### config.mk
export PLATFORM = sky130hd
export DESIGN_NAME = sm83_irq_ctrl
export DESIGN_NICKNAME = d
export VERILOG_FILES = /design/src/rtl/sm83_irq_ctrl.sv
export SDC_FILE = /design/constraint.sdc
export NUM_CORES = 1
export LEC_CHECK = 0
export ABC_AREA = 1
export CORE_UTILIZATION = 38
export CTS_BUF_LIST = sky130_fd_sc_hd__clkbuf_16
export CTS_CLUSTER_SIZE = 40
export DETAILED_ROUTE_END_ITERATION = 8
export GPL_ROUTABILITY_DRIVEN = 0
export PLACE_DENSITY = 0.86
export SLEW_MARGIN = 0
export SYNTH_ARGS = -nofsm -noshare
export SYNTH_HDL_FRONTEND = slang
export SYNTH_SLANG_ARGS = --single-unit
### constraint.sdc
create_clock -name clk -period 1.1 [get_ports clk]
set_clock_uncertainty 0.2 [all_clocks]
set_input_delay 0.11 -clock clk [delete_from_list [all_inputs] [get_ports clk]]
set_output_delay 0.11 -clock clk [all_outputs]
set_load 0.01 [all_outputs]
### src/rtl/sm83_irq_ctrl.sv
// ---------------------------------------------------------------------------
// sm83_irq_ctrl
//
// Interrupt controller for an SM83-style core. It holds the IE and IF
// registers, the master interrupt enable (IME) with its delayed-EI behaviour,
// the HALT state (including the HALT bug), and a six-state dispatch sequencer
// that tells the core when to push the PC and where to jump.
//
// Ports
//   clk, rst_n        core clock, asynchronous active-low reset
//   irq_src[4:0]      one-cycle request pulses (0 VBlank, 1 STAT, 2 Timer,
//                     3 Serial, 4 Joypad)
//   ie_we, if_we      write strobes for IE / IF, data on wr_data[7:0]
//   ie_q, if_q        register readback (if_q[7:5] read as 1)
//   ei, di, reti      one-cycle pulses when the core executes that op
//   halt_req          HALT executed
//   instr_boundary    core is at an opcode fetch and can accept a dispatch
//   ime               master interrupt enable
//   halted            core fetch stalled while high
//   halt_bug          one-cycle pulse: do not increment PC on next fetch
//   busy              dispatch in progress (any non-IDLE state)
//   push_hi, push_lo  push PC high / low byte strobes
//   pc_load           load PC with {8'h00, vector}
//   vector            interrupt vector low byte, valid with pc_load
// ---------------------------------------------------------------------------
module sm83_irq_ctrl (
  input  logic       clk,
  input  logic       rst_n,
  input  logic [4:0] irq_src,
  input  logic       ie_we,
  input  logic       if_we,
  input  logic [7:0] wr_data,
  output logic [7:0] ie_q,
  output logic [7:0] if_q,
  input  logic       ei,
  input  logic       di,
  input  logic       reti,
  input  logic       halt_req,
  input  logic       instr_boundary,
  output logic       ime,
  output logic       halted,
  output logic       halt_bug,
  output logic       busy,
  output logic       push_hi,
  output logic       push_lo,
  output logic       pc_load,
  output logic [7:0] vector
);

  typedef enum logic [2:0] {
    S_IDLE  = 3'd0,
    S_W0    = 3'd1,
    S_W1    = 3'd2,
    S_PUSHH = 3'd3,
    S_PUSHL = 3'd4,
    S_JUMP  = 3'd5
  } state_t;

  state_t     state;
  state_t     state_next;

  logic [4:0] if_bits;
  logic [4:0] if_next;
  logic [4:0] pending;
  logic       ei_pend;
  logic       ei_pend_next;
  logic       ime_next;
  logic       dispatch_start;

  // Priority choice, evaluated combinationally and latched at the PUSHL edge.
  logic [2:0] prio_idx;
  logic [2:0] irq_idx;
  logic       irq_valid;

  assign pending = ie_q[4:0] & if_bits;
  assign if_q    = {3'b111, if_bits};
  assign busy    = (state != S_IDLE);

  // A boundary that commits a delayed EI never dispatches; the interrupt is
  // taken at the following boundary instead.
  assign dispatch_start = (state == S_IDLE) && instr_boundary && ime &&
                          (pending != 5'd0) && !ei_pend && !halted;

  // Lowest set bit of pending has the highest priority.
  always_comb begin
    prio_idx = 3'd0;
    for (int i = 4; i >= 0; i--) begin
      if (pending[i]) prio_idx = 3'(i);
    end
  end

  // -------------------------------------------------------------------------
  // Dispatch FSM
  // -------------------------------------------------------------------------
  always_ff @(posedge clk or negedge rst_n) begin
    if (!rst_n) state <= S_IDLE;
    // NOTE: sequential state uses non-blocking (<=) so every flop samples
    // pre-edge values; blocking (=) is kept to the combinational blocks.
    else        state <= state_next;
  end

  always_comb begin
    // NOTE: every output of this block is defaulted first so no path through
    // the case statement leaves a signal unassigned (which would infer a latch).
    state_next = state;
    push_hi    = 1'b0;
    push_lo    = 1'b0;
    pc_load    = 1'b0;
    case (state)
      S_IDLE:  if (dispatch_start) state_next = S_W0;
      S_W0:    state_next = S_W1;
      S_W1:    state_next = S_PUSHH;
      S_PUSHH: begin
        push_hi    = 1'b1;
        state_next = S_PUSHL;
      end
      S_PUSHL: begin
        push_lo    = 1'b1;
        state_next = S_JUMP;
      end
      S_JUMP:  begin
        pc_load    = 1'b1;
        state_next = S_IDLE;
      end
      default: state_next = S_IDLE;
    endcase
  end

  // Priority is frozen at the PUSHL edge. If IE was rewritten during the push
  // so that nothing is pending any more, the jump goes to 0x00 and no IF bit
  // is acknowledged.
  always_ff @(posedge clk or negedge rst_n) begin
    if (!rst_n) begin
      vector    <= 8'h00;
      irq_idx   <= 3'd0;
      irq_valid <= 1'b0;
    end else if (state == S_PUSHL) begin
      irq_idx   <= prio_idx;
      irq_valid <= (pending != 5'd0);
      vector    <= (pending != 5'd0) ? (8'h40 + {2'b00, prio_idx, 3'b000})
                                     : 8'h00;
    end
  end

  // -------------------------------------------------------------------------
  // IE / IF registers
  // -------------------------------------------------------------------------
  // IF update order: software write, then acknowledge in JUMP, then new
  // source pulses. A source pulse therefore always survives a same-cycle
  // write or acknowledge of its bit.
  always_comb begin
    if_next = if_we ? wr_data[4:0] : if_bits;
    if ((state == S_JUMP) && irq_valid) begin
      if_next = if_next & ~(5'b00001 << irq_idx);
    end
    if_next = if_next | irq_src;
  end

  always_ff @(posedge clk or negedge rst_n) begin
    // NOTE: only the architectural registers are reset; there is no
    // memory array here that would need to be left out of the reset.
    if (!rst_n) begin
      ie_q    <= 8'h00;
      if_bits <= 5'h00;
    end else begin
      if (ie_we) ie_q <= wr_data;
      if_bits <= if_next;
    end
  end

  // -------------------------------------------------------------------------
  // IME and delayed EI
  // -------------------------------------------------------------------------
  // Later assignments take precedence: DI beats everything, a dispatch start
  // beats RETI / EI commit. EI and RETI are ignored while a dispatch runs.
  always_comb begin
    ime_next     = ime;
    ei_pend_next = ei_pend;
    if (ei_pend && instr_boundary) begin
      ime_next     = 1'b1;
      ei_pend_next = 1'b0;
    end
    if (!busy) begin
      if (reti) ime_next     = 1'b1;
      if (ei)   ei_pend_next = 1'b1;
    end
    if (dispatch_start) ime_next = 1'b0;
    if (di) begin
      ime_next     = 1'b0;
      ei_pend_next = 1'b0;
    end
  end

  always_ff @(posedge clk or negedge rst_n) begin
    if (!rst_n) begin
      ime     <= 1'b0;
      ei_pend <= 1'b0;
    end else begin
      ime     <= ime_next;
      ei_pend <= ei_pend_next;
    end
  end

  // -------------------------------------------------------------------------
  // HALT
  // -------------------------------------------------------------------------
  // HALT with IME=0 and an interrupt already pending does not stop the core;
  // instead the next opcode byte is fetched twice (halt_bug). Any pending
  // interrupt wakes the core regardless of IME.
  always_ff @(posedge clk or negedge rst_n) begin
    if (!rst_n) begin
      halted   <= 1'b0;
      halt_bug <= 1'b0;
    end else begin
      halt_bug <= 1'b0;
      if (halted) begin
        if (pending != 5'd0) halted <= 1'b0;
      end else if (halt_req && !busy) begin
        if (ime || (pending == 5'd0)) halted   <= 1'b1;
        else                          halt_bug <= 1'b1;
      end
    end
  end

endmodule

==> flow_metrics.py <==
metrics = {
    "outcome": {
        "status": "finished, violations left",
        "violations": "negative hold slack, negative setup slack",
    },
    "synth": {
        "ys_types": 18,
        "avgSynthCellArea_um2": 8.47,
        "synth-seq-cells": 27,
        "ys_warn_count": 0,
        "synthesis.area_um2": 1300,
        "syn_inst": 153,
        "yosysSeqAreaShare": 0.521,
    },
    "pwr": {
        "switching_share": 0.362,
        "p_clk_frac": 0.189,
        "power_per_cell_area_nw_per_um2": 2040,
        "p_leak_nw": 1.08,
        "intPower_mw": 2.73,
        "switchingPower_mw": 1.55,
        "seq_power_share": 0.330,
        "peakVddDrop_uv": 1430,
        "pwr-share-comb": 0.481,
    },
    "global_route": {
        "grt_max_degree": 28,
        "grt_pass1_wl_um": 5830,
        "grt-ovfl-total": 0,
        "antenna_found_initial": 0,
        "grt_pass1_vias": 1303,
        "track_usage": 0.221,
    },
    "routing": {
        "routedWlPerCell_um": 13.7,
        "drt_iter0_markers": 35,
        "routed-wl-met2_um": 1950,
        "route.met3.wl_um": 171,
        "ant_nets": 0,
        "vias_per_cell": 4.65,
        "top_layer": "met4",
        "totalWireLength_um": 3700,
        "firstDrtPassIters": 4,
        "vias": 1252,
        "routedLengthMet1_um": 1530,
        "route.detailed.drc": 0,
    },
    "placed_design": {
        "placed_cells": 252,
        "io_buffers": 45,
        "dp.final_hpwl_um": 2280,
        "pre_cts_ws_ns": -0.460,
    },
    "finish": {
        "synthToLayoutAreaGrowth_pct": 61.2,
        "drive_above_1_share": 0.391,
        "instances_no_fill": 269,
        "final_nets": 248,
        "n_antenna_cell": 0,
    },
    "worst_setup_path": {
        "crit_start": "state[0]",
        "crit_slowest_cell": "dfrtp_1",
        "end_kind": "flip-flop",
        "worst_ep_arrival_time_ns": 1.52,
        "critPathRequiredTime_ns": 1.08,
        "rr_endpoint": "halted",
        "r2r_cells": 8,
        "crit_fanout": 3,
        "worst_path_most_repeated_cell": "buf_6",
        "r2r-start": "state[0]",
        "crit_type": "flip-flop to flip-flop",
        "r2r_slack_ns": -0.44,
        "crit_chain": "buf_6 -> nor2_4 -> buf_6 -> nand2_4 -> buf_6 -> nor2_4 -> nand2_2 -> a21oi_2",
        "critical_path.max_stage_delay_ns": 0.41,
        "start_kind": "flip-flop",
        "cp-endpoint": "halted",
    },
    "clock_network": {
        "clock_latency_ns": 0.26,
        "clkTransAtPathRegs_ns": 0.06,
        "tritoncts": "yes",
        "h-tree-depth": 1,
        "cts.path.max_buffers": 2,
        "numCtsBuffers": 3,
        "numClockSinks": 27,
        "root_buffer": "clkbuf_16",
    },
    "sta": {
        "finalHoldViolCount": 6,
        "worst_slack_ns": -0.435,
        "holdWs_ns": -0.00145,
        "maxClockFrequency_mhz": 651,
        "finalCritPeriodShare": 1.40,
        "finalSetupViolCount": 35,
        "slew_violations": 0,
        "min_period_ns": 1.54,
        "rsz0062_at_grt": "true",
    },
    "floorplan": {
        "die_area_um2": 3650,
        "initial_core_util": 0.411,
        "core_um2": 3150,
        "rows": 20,
        "num_io_pins": 53,
        "die_h_um": 60.4,
        "die_x_um": 60.4,
    },
    "worst_hold_path": {
        "hold_path_class": "input pin to async pin",
    },
    "flow_run": {
        "drv_cap": 0,
    },
}
worst max-delay path: cells and delay by family (launching register included):
kind / cells / cell delay [ns]
flip-flops: 1 / 0.41
AO/OA/AOI/OAI: 1 / 0.16
buffers and inverters: 3 / 0.40
AND/OR/NAND/NOR: 4 / 0.29
timing repair:
item                       4_1_cts  5_1_grt
resized for setup              126       12
pin swaps                        9        5
hold endpoints to repair         0        0
cloned                           0        0
hold buffers                     0        0
setup buffers                    9        4
setup endpoints to repair       50       42
kinds of logic (layout without fill, tap and decap cells):
family,after synthesis,in the layout,synth area share
AOI/OAI and AO/OA,20,20,0.0772
muxes,8,8,0.0695
other,2,7,0.00579
buffers and inverters,32,99,0.117
and+or+nand+nor,64,64,0.209
DFF,27,27,0.521
layer usage:
layer | GRT usage | vias to the layer above
met4 | 0.0797 | 0
met2 | 0.394 | 33
li1 | - | 610
met1 | 0.254 | 605
met3 | 0.0576 | 4
met5 | 0 | -
cells in the mapped netlist:
library cell  number  area (um^2)
a21oi_1            4         20.0
buf_2              1         5.00
buf_4              8         60.1
clkbuf_1           1         3.75
conb_1             2         7.51
dfrtp_1           27          676
inv_1             21         78.8
inv_2              1         3.75
mux2_2             8         90.1
nand2_1           39          146
nand2_2            2         12.5
nand3_1            9         45.0
nand4_1            1         6.26
nor2_1             9         33.8
nor2_2             1         6.26
nor2_4             1         11.3
nor3_1             2         10.0
o21ai_0           16         80.1
cells in the final DEF, fill, tap and decap left out:
master	instances
nand2_1	34
dfrtp_1	27
inv_1	20
clkdlybuf4s50_1	20
buf_2	20
buf_4	19
buf_6	11
mux2_2	8
nand3_1	7
conb_1	7
nor2_1	6
o21ai_0	6
o21ai_1	5
o21ai_2	5
nand2_2	4
nor2_4	3
nand2_4	3
inv_2	3
clkbuf_16	3
nor2_2	2
a21oi_1	2
a21oi_2	2
buf_12	2
nand4_1	1
nor3_1	1
nor3_2	1
nand3_4	1
nand3_2	1
dlygate4sd2_1	1
area by class of cell:
cell class / count / area [um^2]
well taps: 44 / 55.1
repair buffers: 73 / 616
flip-flops and latches: 27 / 676
fillers: 256 / 1060
multi-input cells: 99 / 582
clock inverters: 1 / 3.75
clock buffers: 3 / 75.1
inverters: 22 / 82.6
state kept, by name, indices dropped and copies added, names as in the netlist:
signal and cells:
irq_idx 3, state 3, vector 4, ime 1, ei_pend 1, if_bits 5, halted 1, ie_q 8
halt_bug 1
power by group through the flow:
stage	Combinational (mW)	Clock, mW	Sequential, mW
finish	2.05	0.809	1.41
global route	2.21	0.872	1.43
CTS	1.78	0.819	1.37
detailed placement	1.48	0	1.42
global placement	1.45	0	1.41
floorplan	0.644	0	1.46
metrics by stage:
step	setup TNS, ns	hold WS, ns	utilization	total power, mW	cell area [um^2]
finish	-8.05	-0.00145	0.663	4.27	2090
global route	-9.38	0.0293	0.663	4.51	2090
CTS	-6.89	0.00909	0.639	3.98	2010
detailed placement	-10.62	0.268	0.600	2.91	1890
global placement	-9.44	0.267	0.600	2.86	1890
floorplan	-1.03	-0.386	-	2.10	1320
worst min-delay path by stage:
stage	from	end	slack, ns	depth (start not counted)
after floorplan	rst_n	ei_pend	-0.39	0
final	rst_n	if_bits[0]	-0.001	2
after global placement	vector[5]	vector[5]	0.27	2
after global routing	rst_n	vector[3]	0.03	2
after detailed placement	vector[4]	vector[4]	0.27	2
after CTS	rst_n	if_bits[0]	0.009	2
Note: power is estimated with default switching activity, not from simulation.
